[src/rtl/sysmem_rr_arbiter.sv]
// sysmem_rr_arbiter: N-requester round-robin arbiter and sequencer in front of
// the single System Memory port. One transaction is in flight at a time: the
// winner's request is captured, replayed to SysMem, and the response (or a
// watchdog timeout) is returned to the requester that owns the grant.
module sysmem_rr_arbiter #(
  parameter int NUM_REQ = 4,
  parameter int ADDR_W  = 32,
  parameter int DATA_W  = 256,
  parameter int TIMEOUT = 1023
) (
  input  logic                         clk_in,
  input  logic                         reset_in,
  input  logic [NUM_REQ-1:0]           req_valid,
  output logic [NUM_REQ-1:0]           req_rdy,
  input  logic [NUM_REQ-1:0]           req_rw,
  input  logic [NUM_REQ*ADDR_W-1:0]    req_addr,
  input  logic [NUM_REQ*DATA_W-1:0]    req_wr_data,
  output logic [NUM_REQ-1:0]           ack_valid,
  input  logic [NUM_REQ-1:0]           ack_rdy,
  output logic [DATA_W-1:0]            ack_data,
  output logic                         ack_err,
  output logic                         sm_req_valid,
  input  logic                         sm_req_rdy,
  output logic                         sm_req_rw,
  output logic [ADDR_W-1:0]            sm_req_addr,
  output logic [DATA_W-1:0]            sm_req_wr_data,
  input  logic                         sm_ack_valid,
  output logic                         sm_ack_rdy,
  input  logic [DATA_W-1:0]            sm_ack_rd_data,
  output logic [$clog2(NUM_REQ)-1:0]   grant_id,
  output logic                         busy
);

  // Width of a requester index and of the watchdog counter. The counter only
  // ever has to hold values up to TIMEOUT-1 before the timeout fires.
  localparam int GW = (NUM_REQ > 1) ? $clog2(NUM_REQ) : 1;
  localparam int CW = (TIMEOUT > 1) ? $clog2(TIMEOUT) : 1;
  localparam logic [CW-1:0]      CNT_LAST = CW'((TIMEOUT > 0) ? TIMEOUT - 1 : 0);
  localparam logic [GW-1:0]      PTR_INIT = GW'(NUM_REQ - 1);
  localparam logic [NUM_REQ-1:0] ONE      = NUM_REQ'(1);

  typedef enum logic [1:0] {
    IDLE   = 2'd0,
    SM_REQ = 2'd1,
    SM_ACK = 2'd2,
    RSP    = 2'd3
  } state_t;

  state_t              state;
  logic [GW-1:0]       last_grant;
  logic                cap_rw;
  logic [ADDR_W-1:0]   cap_addr;
  logic [DATA_W-1:0]   cap_data;
  logic [DATA_W-1:0]   rsp_data;
  logic                rsp_err;
  logic [CW-1:0]       wd_cnt;

  // Unpacked views of the packed per-requester payload buses
  logic [ADDR_W-1:0]   addr_arr [NUM_REQ];
  logic [DATA_W-1:0]   data_arr [NUM_REQ];

  for (genvar g = 0; g < NUM_REQ; g++) begin : g_unpack
    assign addr_arr[g] = req_addr[g*ADDR_W +: ADDR_W];
    assign data_arr[g] = req_wr_data[g*DATA_W +: DATA_W];
  end

  // Round-robin winner selection
  logic                found;
  logic [GW-1:0]       winner;
  logic [GW-1:0]       cand;
  int                  idx;

  // Scan requesters starting just after the last owner, wrapping modulo NUM_REQ
  always_comb begin
    found  = 1'b0;
    winner = '0;
    cand   = '0;
    idx    = 0;
    for (int k = 1; k <= NUM_REQ; k++) begin
      idx  = (int'(last_grant) + k) % NUM_REQ;
      cand = GW'(idx);
      if (!found && req_valid[cand]) begin
        found  = 1'b1;
        winner = cand;
      end
    end
  end

  // The grant is visible combinationally in IDLE only; it is also held at zero
  // while reset is asserted so every output is quiet during reset.
  assign req_rdy = (state == IDLE && found && reset_in) ? (ONE << winner) : '0;

  assign sm_req_rw      = cap_rw;
  assign sm_req_addr    = cap_addr;
  assign sm_req_wr_data = cap_data;
  assign ack_data       = rsp_data;
  assign ack_err        = rsp_err;

  // Transaction sequencer: state, captured request, watchdog and registered handshakes
  always_ff @(posedge clk_in or negedge reset_in) begin
    if (!reset_in) begin
      state        <= IDLE;
      last_grant   <= PTR_INIT;
      grant_id     <= '0;
      cap_rw       <= 1'b0;
      cap_addr     <= '0;
      cap_data     <= '0;
      rsp_data     <= '0;
      rsp_err      <= 1'b0;
      wd_cnt       <= '0;
      sm_req_valid <= 1'b0;
      sm_ack_rdy   <= 1'b0;
      ack_valid    <= '0;
      busy         <= 1'b0;
    end else begin
      case (state)
        IDLE: begin
          if (found) begin
            cap_rw       <= req_rw[winner];
            cap_addr     <= addr_arr[winner];
            cap_data     <= data_arr[winner];
            grant_id     <= winner;
            last_grant   <= winner;
            sm_req_valid <= 1'b1;
            busy         <= 1'b1;
            state        <= SM_REQ;
          end
        end

        SM_REQ: begin
          if (sm_req_rdy) begin
            sm_req_valid <= 1'b0;
            sm_ack_rdy   <= 1'b1;
            wd_cnt       <= '0;
            state        <= SM_ACK;
          end
        end

        SM_ACK: begin
          if (sm_ack_valid) begin
            rsp_data   <= cap_rw ? sm_ack_rd_data : '0;
            rsp_err    <= 1'b0;
            sm_ack_rdy <= 1'b0;
            ack_valid  <= ONE << grant_id;
            state      <= RSP;
          end else if (TIMEOUT != 0 && wd_cnt == CNT_LAST) begin
            rsp_data   <= '0;
            rsp_err    <= 1'b1;
            sm_ack_rdy <= 1'b0;
            ack_valid  <= ONE << grant_id;
            state      <= RSP;
          end else if (TIMEOUT != 0) begin
            wd_cnt     <= wd_cnt + CW'(1);
          end
        end

        RSP: begin
          if (ack_rdy[grant_id]) begin
            ack_valid <= '0;
            busy      <= 1'b0;
            state     <= IDLE;
          end
        end

        default: begin
          state <= IDLE;
        end
      endcase
    end
  end

endmodule

[config.mk]
export PLATFORM = sky130hd
export DESIGN_NAME = sysmem_rr_arbiter
export DESIGN_NICKNAME = d
export VERILOG_FILES = /design/src/rtl/sysmem_rr_arbiter.sv
export SDC_FILE = /design/constraint.sdc
export NUM_CORES = 1
export LEC_CHECK = 0
export CAP_MARGIN = 20
export CORE_AREA = 2 2 780 782
export CTS_BUF_LIST = sky130_fd_sc_hd__clkbuf_2
export CTS_CLUSTER_DIAMETER = 40
export CTS_CLUSTER_SIZE = 10
export DETAILED_ROUTE_END_ITERATION = 8
export DIE_AREA = 0 0 782 784
export PLACE_DENSITY = 0.3
export SETUP_SLACK_MARGIN = 0.02
export SYNTH_ARGS = -nofsm -noshare
export SYNTH_HDL_FRONTEND = slang
export SYNTH_SLANG_ARGS = --single-unit
[constraint.sdc]
create_clock -name clk_in -period 3.5 [get_ports clk_in]
set_input_delay 0.7 -clock clk_in [delete_from_list [all_inputs] [get_ports clk_in]]
set_output_delay 0.7 -clock clk_in [all_outputs]
set_load 0.03 [all_outputs]
==> flow_summary.yaml, run 1 <==
floorplanning:
  floorplan.initialDensity_pct: 5.35
  die_x_microns: 782
  die_y_microns: 784
  core.rowCount: 286
  io_pins: 1983
cts:
  numCtsBuffers: 197
  cts.sinks: 569
  cts_root_buffer: "sky130_fd_sc_hd__clkbuf_2"
  cts_repair_resize_count: 3624
  cts.path.max_buffers: 4
  holdBufCountCts: 2730
  post_cts.repair.setup_buffers: 196
  cts_max_level: 4
synth:
  netlist_instances: 3097
  postSynthRegisterBits: 569
  synth.lib_cells_used.distinct: 44
  synth_top_cell_area_share_pct: 43.9
  mappedNetlistNets: 4528
  syn_area_sq_um: 32300
  post-synth-top-area-cell: "sky130_fd_sc_hd__dfrtp_1"
  number_of_synthesis_warnings: 0
  synth_area_per_cell_sq_um: 10.4
  synthTopCellsByArea: "sky130_fd_sc_hd__dfrtp_1, sky130_fd_sc_hd__mux2i_1, sky130_fd_sc_hd__a211o_1, sky130_fd_sc_hd__a22o_1, sky130_fd_sc_hd__o31ai_1"
  portion_of_the_post_synthesis_area_used_by_sequential_elements_pct: 44.0
place:
  buffer_ports.inserted: 1982
  dp_wirelength_microns: 429000
  placed_cells: 13100
  gpl.final_weighted_congestion: 1.08
status:
  error: "[ERROR RSZ-0060] Max buffer count reached."
  status: "aborted with a tool error"
  stop_stage: "4_1_cts"
## per-stage QoR
| stage | utilization [%] | hold slack [ns] | worst slack (ns) | instance area [sq um] | TNS, ns |
|---|---|---|---|---|---|
| after detailed placement | 10.6 | 0.473 | -0.140 | 64100 | -0.550 |
| after global placement | 10.6 | 0.473 | -0.198 | 64100 | -0.938 |
| after floorplan | - | 0.404 | 0.453 | 32300 | 0 |
## cell usage after synthesis
master                     instances
sky130_fd_sc_hd__buf_4            43
sky130_fd_sc_hd__nand2b_1          5
sky130_fd_sc_hd__nand4_1         292
sky130_fd_sc_hd__o21ai_0          11
sky130_fd_sc_hd__nor2b_4           1
sky130_fd_sc_hd__nor3_1            5
sky130_fd_sc_hd__and2_1            2
sky130_fd_sc_hd__mux4_2            1
sky130_fd_sc_hd__o211ai_2         60
sky130_fd_sc_hd__o211ai_1        230
sky130_fd_sc_hd__nand2_1         306
sky130_fd_sc_hd__dfstp_2           2
sky130_fd_sc_hd__ha_1              7
sky130_fd_sc_hd__buf_2           206
sky130_fd_sc_hd__a211o_1         289
sky130_fd_sc_hd__and4_1            2
sky130_fd_sc_hd__nor2_1           16
sky130_fd_sc_hd__a21o_1            1
sky130_fd_sc_hd__nand3_1           6
sky130_fd_sc_hd__buf_1             4
sky130_fd_sc_hd__nor3_2            1
sky130_fd_sc_hd__mux2i_1         291
sky130_fd_sc_hd__xor2_1            7
sky130_fd_sc_hd__buf_6            17
sky130_fd_sc_hd__a22o_1          262
sky130_fd_sc_hd__o31ai_1         289
sky130_fd_sc_hd__o21a_1            3
sky130_fd_sc_hd__nor4_1            1
sky130_fd_sc_hd__a32o_1            2
sky130_fd_sc_hd__a31oi_1           2
sky130_fd_sc_hd__clkbuf_1        144
sky130_fd_sc_hd__nand3b_1          1
sky130_fd_sc_hd__inv_1             4
sky130_fd_sc_hd__mux2_1            1
sky130_fd_sc_hd__nor4_2            1
sky130_fd_sc_hd__and3_1            3
sky130_fd_sc_hd__dfrtp_1         567
sky130_fd_sc_hd__o21a_2            1
sky130_fd_sc_hd__o21ai_2           1
sky130_fd_sc_hd__o22a_1            1
sky130_fd_sc_hd__a21oi_2           1
sky130_fd_sc_hd__a31o_2            1
sky130_fd_sc_hd__nor2b_1           3
sky130_fd_sc_hd__a21oi_1           4
## kinds of logic after synthesis
logic type / Yosys count / synth area share, %
AO/OA/AOI/OAI: 1158 / 29.8
AND/OR/NAND/NOR: 645 / 10.0
flip-flops: 569 / 44.0
buffers and inverters: 418 / 6.54
multiplexers: 293 / 9.11
XOR/XNOR: 7 / 0.190
adder cells (fa/ha/maj): 7 / 0.271
==> inputs of run 2 (changes only) <==
==> config.mk (replaced) <==
export PLATFORM = sky130hd
export DESIGN_NAME = sysmem_rr_arbiter
export DESIGN_NICKNAME = d
export VERILOG_FILES = /design/src/rtl/sysmem_rr_arbiter.sv
export SDC_FILE = /design/constraint.sdc
export NUM_CORES = 1
export LEC_CHECK = 0
export CAP_MARGIN = 20
export CORE_AREA = 2 2 779 781
export DETAILED_ROUTE_END_ITERATION = 8
export DIE_AREA = 0 0 781 783
export PLACE_DENSITY_LB_ADDON = 0.15
export SYNTH_ARGS = -nofsm -noshare
export SYNTH_HDL_FRONTEND = slang
export SYNTH_SLANG_ARGS = --single-unit
==> run 2 against run 1 <==
  * The flow now finishes without violations
  * Synthesized area is the same
  * Synthesized cell count is the same
==> flow_summary.yaml, run 2 <==
drt:
  wirelength_microns: 458000
  wire_per_inst_microns: 34.4
  drt.antenna.violating_nets: 0
  drt_drc_violations_left: 0
  routed-via-count: 39900
  drt_iter0_markers: 2995
  firstDrtPassIters: 8
  via_per_inst: 3.00
pwr:
  total_power_mw: 60.5
  powerDensity_nw_per_um2: 897
  peakVddDrop_uv: 392
  cellLeakagePower_nw: 24.7
cts:
  cts_root_buffer: "sky130_fd_sc_hd__clkbuf_16"
  post_cts.repair.setup_buffers: 0
  cts_tree: "done"
  numCtsBuffers: 99
  cts.path.max_buffers: 4
  cts.sinks: 569
  cts_max_level: 3
  clk_latency_ns: 0.89
  path_clk_slew_ns: 0.07
synth:
  dominantRegCellSynth: "sky130_fd_sc_hd__dfrtp_1"
  number_of_synthesis_warnings: 0
  synth_area_per_cell_sq_um: 10.4
  portion_of_the_post_synthesis_area_used_by_sequential_elements_pct: 44.0
  synth_enable_flop_cells: 0
  post-synth-top-area-cell: "sky130_fd_sc_hd__dfrtp_1"
  synth.most_common_cell: "sky130_fd_sc_hd__dfrtp_1"
  synth-async-reset-ratio_pct: 100
  synth.lib_cells_used.distinct: 44
  mappedNetlistNets: 4528
  postSynthRegisterBits: 569
  synth.cells.most_frequent: "sky130_fd_sc_hd__dfrtp_1, sky130_fd_sc_hd__nand2_1, sky130_fd_sc_hd__nand4_1"
  netlist_instances: 3097
  syn_area_sq_um: 32300
  synthTopCellsByArea: "sky130_fd_sc_hd__dfrtp_1, sky130_fd_sc_hd__mux2i_1, sky130_fd_sc_hd__a211o_1, sky130_fd_sc_hd__a22o_1, sky130_fd_sc_hd__o31ai_1"
  synth_top_cell_area_share_pct: 43.9
floorplanning:
  io_pins: 1983
  die_y_microns: 783
  die_x_microns: 781
  floorplan.initialDensity_pct: 5.35
  die-area_sq_um: 612000
  core-area_sq_um: 604000
  core.rowCount: 286
layout:
  sequential_cell_area_sq_um: 14200
  final_nets: 6504
  drive_gt1_share_pct: 11.4
  n_fill_cell: 69500
  syn2layout_area_growth_pct: 108
  multiInputGateArea_sq_um: 16200
  layout.cells.most_common: "sky130_fd_sc_hd__clkdlybuf4s50_1"
  final_cell_mix: "sky130_fd_sc_hd__clkdlybuf4s50_1, sky130_fd_sc_hd__dfrtp_1, sky130_fd_sc_hd__nand2_1"
setup_path:
  regToRegStartpoint: "state[0]"
  maximum_fanout_encountered_on_the_critical_timing_path: 4
  r2r-end: "sm_req_wr_data[108]"
  crit_family: "buffers and inverters"
  max_stage_delay_ns: 0.41
  crit_path_cell_trace: "inv_2, ha_4, buf_8, nor2b_4, nand2_2, nor3_2, buf_4, buf_12"
  critical_path_buf_inv_count: 4
  critical_path.startpoint_type: "flop"
  end_kind: "output pin"
  crit_slowest_cell: "sky130_fd_sc_hd__dfrtp_1"
  required_time_of_the_worst_setup_path_ns: 2.80
  path_depth: 8
  critical_path_class: "reg2out"
  reg2regPathDepth: 10
  arrival_ns: 2.61
  worst-r2r-setup-slack_ns: 0.73
global_route:
  grt_usage_pct: 14.4
  number_of_global_route_vias_before_repair: 40800
  grt_start_max_net_pins: 122
  grt_antenna_before_repair: 333
  grt_first_pass_wirelength_microns: 558000
  grt_remaining_overflow: 0
timing:
  clock-skew-final_ns: 0.115
  setup_viol: 0
  final_hold_violation_count: 0
  grt_setup_unrepaired: "no"
  finalCriticalPeriod_ns: 3.31
  max_freq_mhz: 303
  relSlewSlack_pct: 26.6
  slew_viol_final: 0
  finalSetupTns_ns: 0
  layout_worst_path_cycle_share_pct: 94.4
  timing_worst_slew_pin_value_ns: 1.10
status:
  status: "completed"
run:
  maxCapViolCount: 0
hold_path:
  worst_hold_path_type: "in2async"
place:
  gpl.final_weighted_congestion: 0.922
  buffer_ports.inserted: 1982
  dp_wirelength_microns: 398000
-- run 2: cell families after synthesis --
kind of cell / after synthesis / share of synthesized area (%)
DFF: 569 / 44.0
AOI/OAI and AO/OA: 1158 / 29.8
muxes: 293 / 9.11
buffers and inverters: 418 / 6.54
xor gates and xnor gates: 7 / 0.190
and+or+nand+nor: 645 / 10.0
adders and majority gates: 7 / 0.271
-- run 2: final cells by class --
| class | count | share of cell area (%) |
|---|---|---|
| timing repair buffer | 2289 | 34.6 |
| tap | 8064 | 15.0 |
| clock inverter | 36 | 0.755 |
| antenna | 106 | 0.393 |
| sequential | 569 | 21.1 |
| multi-input combinational | 2110 | 24.0 |
| inverter | 4 | 0.0223 |
| clock buffer | 137 | 4.23 |
-- run 2: how the worst max path moves through the flow --
stage | from | to | slack (ns)
after global placement | req_valid[0] | sm_req_wr_data[29] | -0.12
after floorplan | req_valid[1] | req_rdy[0] | 0.45
after CTS | state[1] | req_rdy[2] | -0.05
after global routing | state[0] | req_rdy[2] | 0.003
after detailed placement | req_valid[0] | sm_req_wr_data[91] | -0.13
final | state[0] | req_rdy[2] | 0.19
-- run 2: worst reg2reg max path: cells and delay by family (launching register included) --
| kind | cells | cell delay (ns) |
|---|---|---|
| buffers and inverters | 6 | 1.25 |
| AO/OA/AOI/OAI | 2 | 0.52 |
| flip-flops | 1 | 0.41 |
| AND/OR/NAND/NOR | 1 | 0.26 |
| adder cells (fa/ha/maj) | 1 | 0.19 |
-- run 2: report_power, final --
part	switching, mW	internal [mW]
Combinational	23.6	13.1
Sequential	3.29	9.74
Clock	4.38	6.39
-- run 2: metal layers --
metal | global-route usage [%] | vias to the layer above | share of wire (%)
li1 | - | 16400 | -
met1 | 17.7 | 20400 | 42
met2 | 21.9 | 2335 | 43
met3 | 7.39 | 620 | 12
met4 | 3.73 | 182 | 3.1
met5 | 0 | - | 0.27
-- run 2: repair_timing --
item | in CTS | in global routing
hold buffers | 1 | 0
endpoints found under the hold margin | 24 | 0
setup endpoints to repair | 5 | 3
gates resized for setup | 11 | 3
pin swaps | 1 | 0
-- run 2: stage by stage --
step | cell area (sq um) | std cells | utilization [%] | hold WS (ns) | setup WS [ns]
after global placement | 63700 | 13000 | 10.6 | 0.477 | -0.115
after CTS | 67200 | 13200 | 11.1 | 0.271 | -0.0489
after floorplan | 32300 | 3097 | - | 0.404 | 0.453
after detailed placement | 63700 | 13000 | 10.6 | 0.473 | -0.126
after global routing | 67200 | 13200 | 11.1 | 0.317 | 0.00336
final | 67400 | 13300 | 11.2 | 0.300 | 0.195
Note: power is estimated with default switching activity, not from simulation.
==> inputs of run 3 (changes only) <==
--- a/config.mk
+++ b/config.mk
@@ -6,10 +6,13 @@
 export NUM_CORES = 1
 export LEC_CHECK = 0
 export CAP_MARGIN = 20
+export CELL_PAD_IN_SITES_DETAIL_PLACEMENT = 0
+export CELL_PAD_IN_SITES_GLOBAL_PLACEMENT = 1
 export CORE_AREA = 2 2 779 781
 export DETAILED_ROUTE_END_ITERATION = 8
 export DIE_AREA = 0 0 781 783
-export PLACE_DENSITY_LB_ADDON = 0.15
+export MAX_ROUTING_LAYER = met4
+export PLACE_DENSITY = 0.3
 export SYNTH_ARGS = -nofsm -noshare
 export SYNTH_HDL_FRONTEND = slang
 export SYNTH_SLANG_ARGS = --single-unit
==> run 3 against run 2 <==
  * Clock skew fell by 0.016 ns
  * First-iteration DRC count rose by 12%
  * Clock power fell by 8%
  * Combinational power barely moved
  * Maximum frequency rose by 2.8%
  * Die area did not move
  * Cell count rose by 0.58%
  * Via count rose by 0.42%
  * Utilization barely moved
  * Critical path type unchanged
  * Largest power group unchanged
==> flow_summary.yaml, run 3 (synthesized netlist as in run 2, its figures left out) <==
status:
  status: "completed"
place:
  gpl.final_weighted_congestion: 0.986
  buffer_ports.inserted: 1982
  post_dp_cell_area_sq_um: 63700
  dp_wirelength_microns: 397000
setup_path:
  critical_path.startpoint_type: "flop"
  required_time_of_the_worst_setup_path_ns: 2.80
  end_kind: "output pin"
  maximum_fanout_encountered_on_the_critical_timing_path: 4
  crit_family: "simple AND/OR/NAND/NOR gates"
  critical_path_buf_inv_count: 3
  crit_path_cell_trace: "inv_1, ha_4, buf_12, nor2b_2, nand2_2, nor3_2, buf_4"
  critical_path_class: "reg2out"
  arrival_ns: 2.51
  crit_slowest_cell: "sky130_fd_sc_hd__dfrtp_1"
  max_stage_delay_ns: 0.40
drt:
  wire_per_inst_microns: 34.1
  drt_iter0_markers: 3366
  routed-via-count: 40100
  drt.antenna.violating_nets: 0
  via_per_inst: 2.99
  firstDrtPassIters: 6
  drt_drc_violations_left: 0
  wirelength_microns: 457000
cts:
  cts_tree: "done"
  path_clk_slew_ns: 0.06
  cts_root_buffer: "sky130_fd_sc_hd__clkbuf_16"
  cts.path.max_buffers: 4
  cts.sinks: 569
  cts_max_level: 3
  clk_latency_ns: 0.86
  numCtsBuffers: 95
global_route:
  grt_antenna_before_repair: 368
  grt_usage_pct: 14.7
  grt_start_max_net_pins: 97
  number_of_global_route_vias_before_repair: 40800
  grt_remaining_overflow: 0
  grt_first_pass_wirelength_microns: 556000
run:
  maxCapViolCount: 0
timing:
  relSlewSlack_pct: 24.9
  setup_viol: 0
  worst_hold_slack_ns: 0.455
  final_hold_violation_count: 0
  finalSetupTns_ns: 0
  max_freq_mhz: 311
  grt_setup_unrepaired: "no"
  timing_worst_slew_pin_value_ns: 1.13
  slew_viol_final: 0
  finalCriticalPeriod_ns: 3.21
  clock-skew-final_ns: 0.0998
  layout_worst_path_cycle_share_pct: 91.8
floorplanning:
  die-area_sq_um: 612000
  core.rowCount: 286
  io_pins: 1983
  die_x_microns: 781
  core-area_sq_um: 604000
  die_y_microns: 783
  floorplan.initialDensity_pct: 5.35
layout:
  final_cell_mix: "sky130_fd_sc_hd__clkdlybuf4s50_1, sky130_fd_sc_hd__dfrtp_1, sky130_fd_sc_hd__nand2_1"
  layout.cells.most_common: "sky130_fd_sc_hd__clkdlybuf4s50_1"
  final_nets: 6510
  syn2layout_area_growth_pct: 108
  drive_gt1_share_pct: 11.3
  design_area_sq_um: 67300
hold_path:
  worst_hold_path_type: "in2reg"
pwr:
  total_power_mw: 59.4
  peakVddDrop_uv: 400
  powerDensity_nw_per_um2: 883
  cellLeakagePower_nw: 24.6
[run 3: cell type report]
cell class	instances	area, sq um
diodes	181	453
clock buffers	140	2800
clock inverters	25	230
fillers	69600	537000
inverters	4	15.0
multi-input cells	2110	16100
flip-flops and latches	569	14200
well taps	8064	10100
repair buffers	2299	23300
[run 3: where the power goes]
group,total [mW],switching (mW),internal (mW)
combinational,37.0,23.9,13.1
clock,9.91,4.27,5.64
sequential,12.5,2.78,9.74
total,59.4,30.9,28.5
[run 3: repair_timing]
| action | in CTS | in global routing |
|---|---|---|
| gates resized for setup | 9 | 3 |
| endpoints found under the setup margin | 5 | 3 |
| gates cloned | 0 | 0 |
| hold endpoints to repair | 6 | 0 |
| hold buffers | 1 | 0 |
| buffers inserted | 0 | 0 |
[run 3: final timing paths]
check,from,endpoint,slack [ns],depth (start not counted)
max in group asynchronous,reset_in,sm_req_wr_data[12],1.40,4
hold reg to reg,sm_req_wr_data[120],sm_req_wr_data[120],0.49,2
hold / removal,sm_ack_rd_data[146],ack_data[146],0.45,2
setup / recovery,state[0],req_rdy[3],0.29,7
setup reg to reg,last_grant[0],sm_req_addr[22],0.41,8
min in group asynchronous,reset_in,ack_data[249],0.58,3
[run 3: routing by layer]
layer / vias up / part of all wire, % / global-route usage [%]
li1: 16600 / - / -
met1: 20500 / 41 / 16.9
met2: 2512 / 43 / 22.0
met3: 504 / 12 / 8.07
met4: 0 / 3.6 / 4.21
met5: - / 0 / -
[run 3: through the flow]
stage / setup WS (ns) / util, % / std cells
global route: 0.0400 / 11.1 / 13400
CTS: 0.0216 / 11.1 / 13200
global placement: -0.686 / 10.5 / 13000
floorplan: 0.453 / - / 3097
detailed placement: -0.463 / 10.5 / 13000
finish: 0.285 / 11.1 / 13400
